--- src/rtl/booth_radix4_seq_mult.sv ---
// Sequential radix-4 Booth multiplier: retires two multiplier bits per cycle behind a
// start/done handshake, with runtime signed/unsigned mode and a held product register.
module booth_radix4_seq_mult #(
  parameter int unsigned N = 8
) (
  input  logic             clk,
  input  logic             reset_n,
  input  logic             i_start,
  input  logic             i_signed,
  input  logic [N-1:0]     i_a,
  input  logic [N-1:0]     i_b,
  output logic             o_busy,
  output logic             o_done,
  output logic [2*N-1:0]   o_product
);

  localparam int unsigned S  = N / 2 + 1;
  localparam int unsigned CW = $clog2(S);
  localparam int unsigned AW = 2 * N + 4;
  localparam logic [AW-1:0] One = AW'(1);

  generate
    if ((N % 2) != 0 || N < 4) begin : g_bad_n
      $error("booth_radix4_seq_mult: N must be even and >= 4");
    end
  endgenerate

  typedef enum logic [1:0] {StIdle, StCalc, StDone} state_e;

  state_e           state_q, state_d;
  logic [N+1:0]     m_q, m_d;
  logic [N+2:0]     b_q, b_d;
  logic [AW-1:0]    acc_q, acc_d;
  logic [CW-1:0]    step_q, step_d;
  logic [2*N-1:0]   prod_q, prod_d;

  logic [AW-1:0]    m_wide, pp, pp_sh, acc_sum;

  // The multiplicand is already extended per mode, so sign-extending it further is exact.
  assign m_wide = {{(N+2){m_q[N+1]}}, m_q};

  always_comb begin
    pp = '0;
    unique case (b_q[2:0])
      3'b000, 3'b111: pp = '0;
      3'b001, 3'b010: pp = m_wide;
      3'b011:         pp = m_wide << 1;
      3'b100:         pp = ~(m_wide << 1) + One;
      3'b101, 3'b110: pp = ~m_wide + One;
      default:        pp = '0;
    endcase
  end

  assign pp_sh   = pp << {step_q, 1'b0};
  assign acc_sum = acc_q + pp_sh;

  always_comb begin
    state_d = state_q;
    m_d     = m_q;
    b_d     = b_q;
    acc_d   = acc_q;
    step_d  = step_q;
    prod_d  = prod_q;
    unique case (state_q)
      StIdle: begin
        if (i_start) begin
          m_d     = i_signed ? {{2{i_a[N-1]}}, i_a} : {2'b00, i_a};
          // Implicit zero appended below the multiplier LSB; the triplet is always b_q[2:0].
          b_d     = {(i_signed ? {{2{i_b[N-1]}}, i_b} : {2'b00, i_b}), 1'b0};
          acc_d   = '0;
          step_d  = '0;
          state_d = StCalc;
        end
      end
      StCalc: begin
        acc_d  = acc_sum;
        b_d    = b_q >> 2;
        step_d = step_q + CW'(1);
        if (step_q == CW'(S - 1)) begin
          prod_d  = acc_sum[2*N-1:0];
          state_d = StDone;
        end
      end
      StDone:  state_d = StIdle;
      default: state_d = StIdle;
    endcase
  end

  always_ff @(posedge clk or negedge reset_n) begin
    if (!reset_n) begin
      state_q <= StIdle;
      m_q     <= '0;
      b_q     <= '0;
      acc_q   <= '0;
      step_q  <= '0;
      prod_q  <= '0;
    end else begin
      state_q <= state_d;
      m_q     <= m_d;
      b_q     <= b_d;
      acc_q   <= acc_d;
      step_q  <= step_d;
      prod_q  <= prod_d;
    end
  end

  assign o_busy    = (state_q != StIdle);
  assign o_done    = (state_q == StDone);
  assign o_product = prod_q;

endmodule

--- config.mk ---
export PLATFORM = sky130hd
export DESIGN_NAME = booth_radix4_seq_mult
export DESIGN_NICKNAME = d
export VERILOG_FILES = /design/src/rtl/booth_radix4_seq_mult.sv
export SDC_FILE = /design/constraint.sdc
export NUM_CORES = 1
export LEC_CHECK = 0
export CORE_AREA = 2 2 68 102
export CTS_CLUSTER_DIAMETER = 60
export DETAILED_ROUTE_END_ITERATION = 16
export DIE_AREA = 0 0 70 104
export PLACE_DENSITY = 0.84
export SLEW_MARGIN = 20
export SYNTH_ARGS = -nofsm -noshare
export SYNTH_HDL_FRONTEND = slang
export SYNTH_SLANG_ARGS = --single-unit
--- constraint.sdc ---
create_clock -name clk -period 10.2 [get_ports clk]
set_input_delay 2.04 -clock clk [delete_from_list [all_inputs] [get_ports clk]]
set_output_delay 2.04 -clock clk [all_outputs]
set_load 0.03 [all_outputs]
# Word level (Yosys, flattened, before mapping)

Index checks and enable logic that the tools add are counted.
W data, S select, Z words.

Add/sub/neg operators: 4
Equal/unequal tests: 12
Shift operators: 1
Mux-type cells: 12
Bitwise logic cells: 2
Reductions and logical operators: 11

Operators by type and width:

| kind                    | count |
|---|---|
| $pmux W20 S5            | 1 |
| $add A20 B1 Y20 const B | 2 |
| $not A20 Y20            | 2 |
| $pmux W20 S2            | 1 |
| $pmux W11 S2            | 1 |
| $add A20 B20 Y20        | 1 |
| $mux W10                | 2 |
| $mux W20                | 1 |
| $shl A20 B4 Y20         | 1 |
| $eq A3 B3 Y1 const B    | 5 |
| $mux W11                | 1 |
| $reduce_and A2 Y1       | 4 |
| $eq A3 B2 Y1 const B    | 2 |
| $pmux W3 S2             | 1 |
| $reduce_or A2 Y1        | 3 |
| $mux W2                 | 2 |
| $ne A2 B2 Y1 const B    | 2 |
| $pmux W2 S2             | 1 |
| $reduce_bool A2 Y1      | 2 |
| $add A3 B1 Y3 const B   | 1 |
| $eq A3 B1 Y1 const B    | 1 |
| $logic_not A3 Y1        | 1 |
| $mux W3                 | 1 |
| $eq A2 B1 Y1 const B    | 1 |
| 2 further kinds         | 2 |

Bits in registers: 62
Input port bits: 20
Output and inout bits: 18
Logic and storage cells: 48

# Logic depth before layout (Yosys ltp)

Depth after elaboration: 6
Gate-level depth with buffers: 19
Depth with buffers taken out: 18

# Worst setup path before layout

Ideal clock, no wire load.

Path type: register to register
Start point: reg m_q[2]
End point: reg acc_q[15]
Setup time: 0.138 ns
Arrival time: 3.815 ns
Data required time: 10.062 ns
Slack: 6.248 ns
Cell stages (with the launch flop): 19
Path buffers: 1
Clock period less this slack: 3.952 ns
Path through: dfrtp_1 -> buf_6 -> or4_4 -> o41a_1 -> or2_2 -> o22ai_1 -> a31o_2 -> a211oi_1 -> mux2_2 -> o22ai_1 -> ha_1 -> a21o_1 -> a21o_1 -> a21o_1 -> a21o_1 -> a21oi_1 -> o21ai_0 -> xor2_1 -> o22ai_1

Cells in the longest elaborated chain, start to end: 6
Elaborated cells on any way between the ends: 8
Classes of those cells: add/sub (3); shift (1); mux (2); bitwise (2)

Ends and longest elaborated chain:

| element                            | RTL line | RTL |
|---|---|---|
| start, declared                    | 31       | `logic [N+1:0] m_q, m_d;` |
| start signal, assigned             | 99       | `m_q <= m_d;` |
| $not A20 Y20 (on tied branches)    | 49, 48   |  |
| $add A20 B1 Y20 (on tied branches) | 49, 48   |  |
| $pmux W20 S5 *                     | 44       | `unique case (b_q[2:0])` |
| $shl A20 B4 Y20 *                  | 54       | `assign pp_sh = pp << {step_q, 1'b0};` |
| $add A20 B20 Y20 *                 | 55       | `assign acc_sum = acc_q + pp_sh;` |
| $pmux W20 S2 *                     | 64       | `unique case (state_q)` |
| end signal, assigned               | 94       | `acc_q <= '0;` |
| end signal, assigned               | 101      | `acc_q <= acc_d;` |
| end, declared                      | 33       | `logic [AW-1:0] acc_q, acc_d;` |

Mark *: on every way between the ends. The rest lies on a longest branch, timed or not.
A chain may end at the register's enable or synchronous reset.

# Worst setup path after layout

Ends and elaborated chain as after synthesis.

==> flow_summary.toml <==
[outcome]
run_status = "finished, final reports clean"

[worst_setup_path]
ff2ff_setup_slack_ps = 5650
critical_path.startpoint_type = "flop"
criticalPathCategory = "reg -> reg"
largest_fanout_on_the_critical_path = 7
timing.rr.start = "m_q[2]"
worstPathRequired_ps = 10390
worstSetupStartpoint = "m_q[2]"
end_kind = "flop"
data_arrival_time_of_the_critical_path_ps = 4740

[finish]
layout.cells.most_common = "sky130_fd_sc_hd__nand2_1"
finish.instance_area_um2 = 4310
final.fill_count = 549
antenna_cells = 0
layout-area-overhead-vs-synth_pct = 11.1
final_core_util_pct = 67.4
layout.nets = 509
post_route_cells_drive_above_1_share_pct = 7.86
mostFrequentLayoutCells = "sky130_fd_sc_hd__nand2_1, sky130_fd_sc_hd__dfrtp_1, sky130_fd_sc_hd__o21ai_0"

[placed_design]
gp_congestion = 0.912
dp_wirelength_mm = 6.78
portBuffers = 37
placedInstanceArea_um2 = 4190

[synthesis]
ys_ff_latch = 56
ys_dominant_reg_cell = "sky130_fd_sc_hd__dfrtp_1"
synth.net_count = 492
gate_count_post_synth = 453
synth-seq-area-share_pct = 36.2
edff_count_synth = 0
post_synthesis_cell_area_um2 = 3880
synthesis.area_per_instance_um2 = 8.56
synth_cell_types = 62
synthesis.yosys.warnings = 0
synthArstFlopShare_pct = 100

[global_route]
grt_overflow_total = 0
grt_antenna_before_repair = 0
vias_in_the_first_global_route = 3329
grtUsageTotal_pct = 27.2
first_pass_grt_wire_length_mm = 16.0
grt_max_degree = 57

[sta]
hold_viol_final = 0
setup_viol_count_final = 0
post-route-period-util_pct = 44.6
fin_tns_setup_ps = 0
clock_skew_ps = 10.4
unrepaired_setup_endpoints_after_global_routing = "no"
achievable-frequency_ghz = 0.220
max-slew-margin-rel_pct = 44.7
max_slew.worst_pin.slew_ps = 828
timing.final.max_slew_violations = 0
final_period_minus_worst_setup_slack_ps = 4550

[die]
num_io_pins = 38
dieArea_um2 = 7280
die-height_um = 104
start_util_pct = 60.6
floorplan.rows = 36
die_width_um = 70
core-area_um2 = 6400

[hold_path]
hold_path.class = "reg -> reg"
hold_path_startpoint = "o_product[2]"

[route]
vias_per_cell = 6.21
detail_route.first_pass.iterations = 5
count_of_nets_left_with_antenna_violations_after_detail_routing = 0
initialDrtViolationCount = 163
drt-total-wl_mm = 9.22
route.detailed.wl_per_inst_um = 16.9
routed-via-count = 3395
drcViolationCount = 0

[clocking]
cts.htree.levels = 2
cts_num_sinks = 56
numCtsBuffers = 5
clockBufferDepth = 2
clock_tree.root_cell = "sky130_fd_sc_hd__clkbuf_8"
cts.repair_timing.setup_buffer_count = 0
clk_pin_slew_worst_paths_ps = 100
ctsHoldBuffers = 0
cts_resized = 0
tritoncts = "done"
worst_skew_pair.late_latency_ps = 320

[flow_run]
max_cap_viol_count = 0
final timing paths:
check | endpoint | depth (start not counted)
max | acc_q[15] | 17
min | o_product[2] | 2
max reg2reg | acc_q[15] | 17
min reg2reg | o_product[2] | 2
max in group asynchronous | o_product[9] | 2
min in group asynchronous | o_product[2] | 2
kinds of logic after synthesis:
| kind of cell | synth area share (%) |
|---|---|
| buf+inv | 5.71 |
| compound gates | 22.0 |
| flops | 36.2 |
| fa+ha+maj | 6.33 |
| xor+xnor | 5.20 |
| simple gates | 18.5 |
| mux | 6.07 |
synthesized netlist by cell type, drive strengths merged, types with 4 or more instances:
cell | n | area share (%)
o22ai | 18 | 2.9
o21ai | 46 | 5.9
mux2i | 10 | 2.6
xnor2 | 9 | 2.0
nor2b | 4 | 0.65
nor3 | 10 | 1.3
a211oi | 5 | 0.97
nand2 | 67 | 6.5
nand2b | 6 | 0.97
ha | 18 | 5.8
nand3 | 15 | 1.9
o31ai | 4 | 0.77
nor2 | 33 | 3.2
xor2 | 14 | 3.2
dfrtp | 56 | 36
a21o | 9 | 1.7
a21oi | 17 | 2.2
o211ai | 4 | 0.77
inv | 12 | 1.2
clkbuf | 22 | 2.4
buf | 7 | 1.1
mux2 | 12 | 3.5
a31oi | 4 | 0.65
area by class of cell:
| class | count | area (µm²) | share of cell area, % |
|---|---|---|---|
| clock buffer | 6 | 72.6 | 1.68 |
| clock inverter | 2 | 35.0 | 0.813 |
| inverter | 14 | 52.6 | 1.22 |
| multi-input combinational | 353 | 2260 | 52.5 |
| sequential | 56 | 1400 | 32.5 |
| tap | 76 | 95.1 | 2.21 |
| timing repair buffer | 40 | 388 | 9.00 |
per-stage QoR:
stage          hold WS [ps]  instances  worst slack (ps)
5_1_grt                 521        547              5380
2_1_floorplan           449        453              6250
6_report                493        547              5650
4_1_cts                 497        547              5650
3_5_place_dp            474        539              5710
3_3_place_gp            458        539              5750
per-layer routing:
layer / part of all wire, % / global-route usage, % / up-vias / wire [µm]
met3: 2.8 / 3.68 / 29 / 257
met5: 0 / 0 / - / 0
met1: 41 / 32.8 / 1637 / 3740
met2: 53 / 47.6 / 73 / 4880
li1: - / - / 1656 / -
met4: 3.7 / 12.2 / 0 / 337
worst max-delay path, cell delays in order (launching register included):
cell                       delay, ps
sky130_fd_sc_hd__dfrtp_1         470
sky130_fd_sc_hd__or4_4           550
sky130_fd_sc_hd__o41a_1          360
sky130_fd_sc_hd__or2_2           300
sky130_fd_sc_hd__o22ai_1         230
sky130_fd_sc_hd__a31o_2          150
sky130_fd_sc_hd__a211oi_1         90
sky130_fd_sc_hd__mux2_2          320
sky130_fd_sc_hd__o22ai_1         250
sky130_fd_sc_hd__ha_1            350
sky130_fd_sc_hd__a21o_1          200
sky130_fd_sc_hd__a21o_1          180
sky130_fd_sc_hd__a21o_1          190
sky130_fd_sc_hd__a21o_1          180
sky130_fd_sc_hd__a21oi_1         130
sky130_fd_sc_hd__o21ai_0         140
sky130_fd_sc_hd__xor2_1          220
sky130_fd_sc_hd__o22ai_1         100
sequential cells by signal (all words and copies together) (netlist names):
| signal | cells |
|---|---|
| o_product | 16 |
| acc_q | 16 |
| m_q | 9 |
| b_q | 10 |
| state_q | 2 |
| step_q | 3 |
Power is left out: the tool's default activity adds up to more than one toggle a clock period on the data nets, which glitch-free logic cannot reach.
